==> config.mk <==
export PLATFORM = sky130hd
export DESIGN_NAME = mux_select_sequencer
export DESIGN_NICKNAME = d
export VERILOG_FILES = /design/src/rtl/mux_select_sequencer.sv
export SDC_FILE = /design/constraint.sdc
export NUM_CORES = 1
export LEC_CHECK = 0
export CAP_MARGIN = 5
export CORE_AREA = 2 2 39 41
export CTS_BUF_LIST = sky130_fd_sc_hd__clkbuf_2
export DETAILED_ROUTE_END_ITERATION = 12
export DIE_AREA = 0 0 41 43
export GPL_TIMING_DRIVEN = 0
export SLEW_MARGIN = 5
export SYNTH_ARGS = -nofsm -noshare
export SYNTH_HDL_FRONTEND = slang
export SYNTH_SLANG_ARGS = --single-unit
==> constraint.sdc <==
create_clock -name clk -period 2.6 [get_ports clk]
set_clock_uncertainty 0.2 [all_clocks]
set_input_delay 0.52 -clock clk [delete_from_list [all_inputs] [get_ports clk]]
set_output_delay 0.52 -clock clk [all_outputs]
set_load 0.05 [all_outputs]
==> src/rtl/mux_select_sequencer.sv <==
// mux_select_sequencer
//
// Serialises 4-bit words through an external 4:1 bit multiplexer. A word is
// accepted on a valid/ready handshake, parked on the mux data bus (mux_a),
// and the mux select (mux_s) is stepped through all four lanes, each lane
// held for BIT_HOLD cycles. On the last cycle of each lane the mux output is
// captured into a registered serial stream with valid/last flags.
//
// Build option: define MSB_FIRST_EN to walk the lanes 3,2,1,0 instead of the
// default 0,1,2,3. Handshake and timing are identical in both builds.
//
// Handshake: a word transfers on any rising edge where in_valid & in_ready
// are both high. in_ready is combinational from state/counters only (never
// from in_valid), and in_valid while in_ready is low is simply ignored.
// The serial side has no backpressure: every serial_valid pulse must be
// taken by the consumer in the cycle it is presented.
//
// BIT_HOLD legal range is 1..16.

module mux_select_sequencer #(
    parameter int BIT_HOLD = 1
) (
    input  logic       clk,
    input  logic       rst,
    input  logic [3:0] in_data,
    input  logic       in_valid,
    output logic       in_ready,
    output logic [3:0] mux_a,
    output logic [1:0] mux_s,
    input  logic       mux_o,
    output logic       serial_out,
    output logic       serial_valid,
    output logic       serial_last,
    output logic       busy,
    output logic [0:0] state_dbg
);

    // ------------------------------------------------------------------
    // Constants
    // ------------------------------------------------------------------
    localparam logic [0:0] IDLE  = 1'b0;
    localparam logic [0:0] SHIFT = 1'b1;

    // Hold counter is at least one bit wide; with BIT_HOLD == 1 it is tied
    // to zero so every SHIFT cycle completes a lane.
    localparam int HOLD_W = (BIT_HOLD > 1) ? $clog2(BIT_HOLD) : 1;
    localparam logic [HOLD_W-1:0] HOLD_MAX = HOLD_W'(BIT_HOLD - 1);

`ifdef MSB_FIRST_EN
    localparam logic [1:0] FIRST_LANE = 2'b11;
    localparam logic [1:0] FINAL_LANE = 2'b00;
`else
    localparam logic [1:0] FIRST_LANE = 2'b00;
    localparam logic [1:0] FINAL_LANE = 2'b11;
`endif

    // ------------------------------------------------------------------
    // State and counters
    // ------------------------------------------------------------------
    logic [0:0]        state;
    logic [HOLD_W-1:0] hold;
    logic [1:0]        lane_next;
    logic              shifting;
    logic              bit_done;
    logic              word_done;
    logic              accept;

    // mux_s doubles as the lane counter: in SHIFT it always shows the lane
    // currently being presented, and in IDLE it keeps the last lane used.

    // Lane step direction depends on the configured bit order.
    always_comb begin
        lane_next = mux_s;
`ifdef MSB_FIRST_EN
        lane_next = mux_s - 2'd1;
`else
        lane_next = mux_s + 2'd1;
`endif
    end

    // Per-cycle decode of where we are in the current word.
    always_comb begin
        shifting  = (state == SHIFT);
        bit_done  = shifting && (hold == HOLD_MAX);
        word_done = bit_done && (mux_s == FINAL_LANE);
        // Ready in IDLE, or in the very last cycle of a word so the next
        // word follows with no bubble.
        in_ready  = (state == IDLE) || word_done;
        accept    = in_valid && in_ready;
    end

    // FSM: IDLE -> SHIFT on accept; SHIFT -> IDLE when the final lane
    // completes without a follow-on word.
    always_ff @(posedge clk) begin
        if (rst) begin
            state <= IDLE;
        end else if (accept) begin
            state <= SHIFT;
        end else if (word_done) begin
            state <= IDLE;
        end
    end

    // Hold counter: counts cycles spent on the current lane.
    generate
        if (BIT_HOLD == 1) begin : g_hold_const
            assign hold = '0;
        end else begin : g_hold_cnt
            always_ff @(posedge clk) begin
                if (rst) begin
                    hold <= '0;
                end else if (accept || bit_done) begin
                    hold <= '0;
                end else if (shifting) begin
                    hold <= hold + HOLD_W'(1);
                end
            end
        end
    endgenerate

    // Mux drive: load the word and first lane on accept, then advance the
    // select each time a lane completes. Both hold their value in IDLE.
    always_ff @(posedge clk) begin
        if (rst) begin
            mux_a <= 4'b0000;
            mux_s <= 2'b00;
        end else if (accept) begin
            mux_a <= in_data;
            mux_s <= FIRST_LANE;
        end else if (bit_done && !word_done) begin
            mux_s <= lane_next;
        end
    end

    // Serial output: capture the settled mux output at the end of each lane
    // and flag it for exactly one cycle; last marks the final lane's bit.
    always_ff @(posedge clk) begin
        if (rst) begin
            serial_out   <= 1'b0;
            serial_valid <= 1'b0;
            serial_last  <= 1'b0;
        end else begin
            serial_valid <= bit_done;
            serial_last  <= word_done;
            if (bit_done) begin
                serial_out <= mux_o;
            end
        end
    end

    // Status outputs.
    always_comb begin
        busy      = shifting;
        state_dbg = state;
    end

endmodule

* Word-level counts from Yosys, hierarchy flattened
Cells that the tools add are included.
** Storage, ports and cells
- Bits in registers :: 10
- Input port bits :: 8
- Output and inout bits :: 12
- Word-level logic and storage cells :: 18
** Operators by class
- $add $sub $neg :: 1
- Equal/unequal tests :: 1
- Muxes and demuxes :: 2
- Bitwise gates (word level) :: 1
- Reduce and logical (&&, ||, !) cells :: 7
** Operators by type and width (count)
- $logic_and 1x1->1 :: 3
- $add 2x1->2 const B :: 1
- $eq 2x2->1 const B :: 1
- $mux 1 :: 2
- $reduce_bool 2->1 :: 1
- $reduce_or 2->1 :: 1
- $logic_not 1->1 :: 1
- $logic_or 1x1->1 :: 1
- $not 1->1 :: 1

* Longest topological paths before layout
Gate-level depths: netlist of run 1.
- Depth after elaboration :: 5
- Mapped depth :: 5

* Worst setup path after synthesis of run 1
OpenSTA, ideal clock, no wires.
- Path kind :: reg-to-output
- Start point :: reg mux_s[1]
- End point :: out in_ready
- Arrival :: 1229 ps
- Data required time :: 1880 ps
- Path slack :: 651 ps
- Cell stages (with the launch flop) :: 4
- Cell sequence :: dfxtp_1 > ha_1 > and2b_4 > inv_6
** Between the ends
- Cells in the longest elaborated chain, start to end :: 3
** RTL lines
- start, declared :: RTL line 29 : output logic [1:0] mux_s,
- start signal, assigned :: RTL line 131 : mux_s <= lane_next;
- $eq 2x2->1 :: RTL line 85 : word_done = bit_done && (mux_s == FINAL_LANE);
- $logic_and 1x1->1 :: RTL line 85
- $logic_or 1x1->1 :: RTL line 88 : in_ready = (state == IDLE) || word_done;
- end, declared :: RTL line 27 : output logic in_ready,
Every way passes these cells.

* Worst setup path after layout of run 1
Same ends and word-level chain as after synthesis.

==> results of run 1 <==
[layout make-up]
type	instances	area share
clock inverter	1	0.00630
tap	16	0.0336
sequential	10	0.336
clock buffer	3	0.0252
timing repair buffer	18	0.300
inverter	2	0.0210
buffer	2	0.0210
multi-input combinational	25	0.256
[per-stage QoR]
stage / area (um2) / total power [mW] / worst slack [ns] / hold slack [ns]
after floorplan: 378 / 0.228 / 0.651 / 0.468
after global placement: 578 / 0.261 / 0.235 / 0.266
after detailed placement: 578 / 0.261 / 0.234 / 0.276
after CTS: 596 / 0.345 / 0.222 / 0.291
after global routing: 596 / 0.362 / 0.142 / 0.313
final: 596 / 0.339 / 0.251 / 0.290
[report_power, final]
part	switching (mW)	leakage, nW	internal [mW]	total (mW)
registers	0.00490	0.0821	0.161	0.166
logic	0.0562	0.133	0.0339	0.0901
clock network	0.0494	0.0140	0.0335	0.0828
[final timing paths]
path                            slack [ns]  endpoint  startpoint  cells after the start
worst max-delay path                  0.25  in_ready    mux_s[1]                      4
worst min register to register        0.29  mux_a[3]    mux_a[3]                      2
worst max register to register        1.22  mux_a[3]    mux_s[0]                      5
worst min-delay path                  0.29  mux_a[3]    mux_a[3]                      2
[per-layer routing]
metal	share of wire	vias up	track usage
met5	0	-	0
met2	0.47	13	0.141
met4	0.0089	0	0.0800
met1	0.43	146	0.104
met3	0.091	2	0.0366
li1	-	180	-
[flip-flops by register name, indices dropped and copies added, names as in the netlist]
register / cells
mux_a: 4
mux_s: 2
busy: 1
serial_last: 1
serial_out: 1
serial_valid: 1
[cell usage after synthesis (all sizes together)]
cell type | instances | share of area
and2 | 1 | 0.017
ha | 1 | 0.033
inv | 2 | 0.033
a21oi | 7 | 0.10
buf | 2 | 0.033
nand2b | 1 | 0.017
nand3 | 6 | 0.093
and2b | 1 | 0.026
o21ai | 4 | 0.053
mux2i | 1 | 0.026
nor2b | 1 | 0.017
nand2 | 1 | 0.0099
nor2 | 1 | 0.0099
dfxtp | 10 | 0.53
[critical path, delay by kind of cell (launching register included)]
family        cells  cell delay [ns]
fa+ha+maj         1             0.17
buf+inv           2             0.62
flops             1             0.37
simple gates      1             0.23
[logic make-up after synthesis]
family	count (synthesis)	share of synthesized area
compound gates	11	0.156
mux	1	0.0265
fa+ha+maj	1	0.0331
buf+inv	4	0.0662
simple gates	12	0.189
flops	10	0.530
[timing repair]
item | in CTS | in global routing
setup endpoints to repair | 1 | 0
gates resized for setup | 1 | 0
hold endpoints to repair | 0 | 0
hold buffers | 0 | 0
==> metrics, run 1 <==
status finished clean; Slew headroom 0.661; post-CTS setup buffers 0; post-synthesis sequential area ratio 0.530; clock sinks 10; minimum clock period 2.35 ns; CP endpoint kind output pin; CTS tree built; clock buffer depth 2; drt first-iter violations 1; VDD IR max 0.203 mV; Initial DRT Pass Iterations 2; Avg WL per Cell 10.2 um; Synth warnings 0; commonest cells after routing, fill and taps aside clkdlybuf4s50_1 (17), dfxtp_1 (10), a21oi_1 (6), nand3_1 (5), o21ai_1 (4); residual DRC count 0; area grow syn2layout 57.6%; Post-Syn Instances 39; Max Slew Vio Count 0; number of max-cap violations 0; final wirelength 787 um; Worst setup SP type flop; final antenna-violating net count 0; Placed Cells incl. Taps 73; H-tree levels 1; Die ar. 0.00176 mm2; Total GRT Usage 0.0967; Via Count 341; Slowest-stage cell, CP dlygate4sd2_1; Core Box Area 0.00138 mm2; FF/Latch Area 200 um2; vias in the first global route 296; CTS Buf Count 3; I/O pin total 20; final hold viol count 0; CTS root buffer clkbuf_2; unrepaired setup endpoints after global routing no; largest net degree at the start of global routing 10; nets@finish 71; CP max FO 8; number of fill cells 144; Final Cycle Share 0.904; Post-DP HPWL 599 um; first-pass GRT wire length 1120 um; CP arrival 1.63 ns; max frequency 0.426 GHz; GP Congestion 0.674; hold crit path type flop to flop; Yosys cell types 18; ordered cell list for the critical path ha_1 > and2b_4 > inv_6 > dlygate4sd2_1; Avg Inst Size Synth 9.69 um2; final cell count without fillers 77; Pwr Density 569 mW/mm2; Clk Latency, worst-skew pair 0.24 ns; Worst-Margin Slew 0.507 ns; die height 43 um; Lkg Pwr 0.229 nW; initial antenna violation count 0; synthesized area 378 um2; Initial Util 0.273; total gr overflow 0; final-report setup violation count 0; Reg clk slew, reported paths 0.09 ns; Multi-input gate area 153 um2; syn nets 48; Vias/cell 4.43; row count 14; Worst Path Class, Setup flop to output pin; Die X-Extent 41 um; share of cells above drive strength 1 0.148; CP required 1.88 ns; Seq cells post-synth 10; Finished Core Util 0.430; TNS Setup 0 ns; ANT cells 0; Slowest Stage Delay on Critical Path 0.53 ns; most common cell after layout, fill and taps aside clkdlybuf4s50_1; input/output buffers 18
Note: power is estimated with default switching activity, not from simulation.
==> run 2, diff against run 1 <==
==> constraint.sdc (replaced) <==
create_clock -name clk -period 2 [get_ports clk]
set_clock_uncertainty 0.2 [all_clocks]
set_input_delay 0.4 -clock clk [delete_from_list [all_inputs] [get_ports clk]]
set_output_delay 0.4 -clock clk [all_outputs]
set_load 0.05 [all_outputs]
==> run 2 against run 1 <==
Register-to-register slack lost 0.65 ns. Sequential share of layout area shrank 0.89 points. Worst hold slack lost 0.060 ns. Critical path type unchanged. Highest routed layer unchanged.
==> metrics, run 2 (same netlist as run 1, synthesis figures left out) <==
vias in the first global route 300; CP arrival 1.30 ns; CTS tree built; Design Power 440 uW; final hold viol count 0; Worst Path Class, Setup flop to output pin; # hold bufs at CTS 0; HP Start rst; CTS Buf Count 3; Worst setup SP type flop; Pwr Density 714 mW/mm2; final antenna-violating net count 0; hold crit path type input pin to flop; clock buffer depth 2; final-report setup violation count 0; R2R Setup Slk 0.57 ns; Post-DP HPWL 599 um; Lkg Pwr 0.354 nW; Via Count 346; unrepaired setup endpoints after global routing no; Int Power 296 uW; Psw 144 uW; Die ar. 0.00176 mm2; Worst-Margin Slew 0.513 ns; Avg WL per Cell 10.4 um; Slew headroom 0.657; final wirelength 813 um; Core Box Area 0.00138 mm2; Reg with most FFs mux_a; sequential fraction of design power 0.491; FF/Latch Area 201 um2; Critical Path Stages 4; drt first-iter violations 6; status finished clean; Max Slew Vio Count 0; share of cells above drive strength 1 0.194; Slowest Stage Delay on Critical Path 0.34 ns; max reg flops 4; H-tree levels 1; row count 14; Clk pwr share 0.245; pre-CTS setup slack -0.246 ns; number of fill cells 139; Worst path top cell family by delay flip-flops; largest net degree at the start of global routing 10; minimum clock period 1.90 ns; first-pass GRT wire length 1130 um; Initial DRT Pass Iterations 2; Worst R2R End mux_a[1]; Vias/cell 4.44; CP max FO 8; total gr overflow 0; CTS root buffer clkbuf_2; Hold Path Sink mux_s[1]; max frequency 0.525 GHz; Reg clk slew, reported paths 0.09 ns; most common cell after layout, fill and taps aside dfxtp_1; setup slack after layout 0.0951 ns; number of max-cap violations 0; VDD IR max 0.262 mV; initial antenna violation count 0; CP endpoint kind output pin; clock sinks 10; residual DRC count 0; CP required 1.40 ns; Multi-input gate area 153 um2; input/output buffers 18; commonest cells after routing, fill and taps aside dfxtp_1 (9), a21oi_1 (6), clkdlybuf4s50_1 (6), dlymetal6s2s_1 (6); buffers and inverters on the worst path 2; ANT cells 0; die height 43 um; Die X-Extent 41 um; Reg2Reg Depth 5; Clk Latency, worst-skew pair 0.24 ns; Total GRT Usage 0.0977; switching power share of the total 0.327; largest registers mux_a x4, mux_s x2; reg2reg start mux_s[0]; Initial Util 0.273; GP Congestion 0.674; I/O pin total 20; Logic pwr share 0.265; Final Cycle Share 0.952; nets@finish 72; ordered cell list for the critical path ha_1 > and2b_4 > inv_6 > buf_6; Slowest-stage cell, CP dfxtp_2; area grow syn2layout 62.9%; Hold Path Stages 2
==> run 2: changes by cell type in the layout (fill, tap and decap cells not counted), sizes merged <==
cell	previous run	this run
dlygate4sd2	1	5
dlymetal6s2s	0	6
buf	2	4
clkdlybuf4s50	17	6
==> run 2: what timing repair did <==
item                       CTS  global route
setup endpoints to repair    6             7
setup buffers                0             1
gates resized for setup      8            12
==> run 2: power by group through the flow <==
stage	Combinational, mW	Sequential, mW	Clock (mW)
6_report	0.116	0.216	0.108
3_3_place_gp	0.119	0.221	0
5_1_grt	0.123	0.217	0.129
4_1_cts	0.114	0.216	0.114
3_5_place_dp	0.119	0.221	0
2_1_floorplan	0.0390	0.257	0
==> run 2: worst register-to-register path, delay by kind of cell (launching register included) <==
kind            cells  cell delay [ns]
compound gates      2             0.20
fa+ha+maj           1             0.20
buf+inv             1             0.13
flops               1             0.34
simple gates        1             0.32
==> run 2: worst max path at each step <==
stage	from	to	slack (ns)
floorplan	mux_s[1]	in_ready	0.17
global placement	mux_s[0]	in_ready	-0.24
detailed placement	mux_s[1]	in_ready	-0.25
CTS	mux_s[0]	in_ready	-0.13
global route	mux_s[0]	in_ready	0.007
finish	mux_s[0]	in_ready	0.1
==> run 2: per-layer routing <==
layer  share of wire  up-vias  track usage
met5               0        -            0
met4          0.0086        0       0.0800
met3           0.097        2       0.0366
met2            0.46       13        0.144
met1            0.43      150        0.104
li1                -      181            -
==> run 2: area by class of cell <==
cell class	count	share of cell area
Sequential cell	10	0.327
Timing Repair Buffer	19	0.321
Multi-Input combinational cell	25	0.248
Tap cell	16	0.0325
Clock buffer	3	0.0244
Buffer	2	0.0203
Inverter	2	0.0203
Clock inverter	1	0.00610
==> run 2: metrics by stage <==
stage                     utilization  TNS (ns)  hold WS, ns  area (um2)  cells
final                           0.445         0        0.230         616     78
after global routing            0.445         0        0.216         616     78
after CTS                       0.428    -0.126        0.214         592     77
after detailed placement        0.418    -0.246        0.276         578     73
after global placement          0.418    -0.245        0.266         578     73
after floorplan                     -         0        0.348         378     39
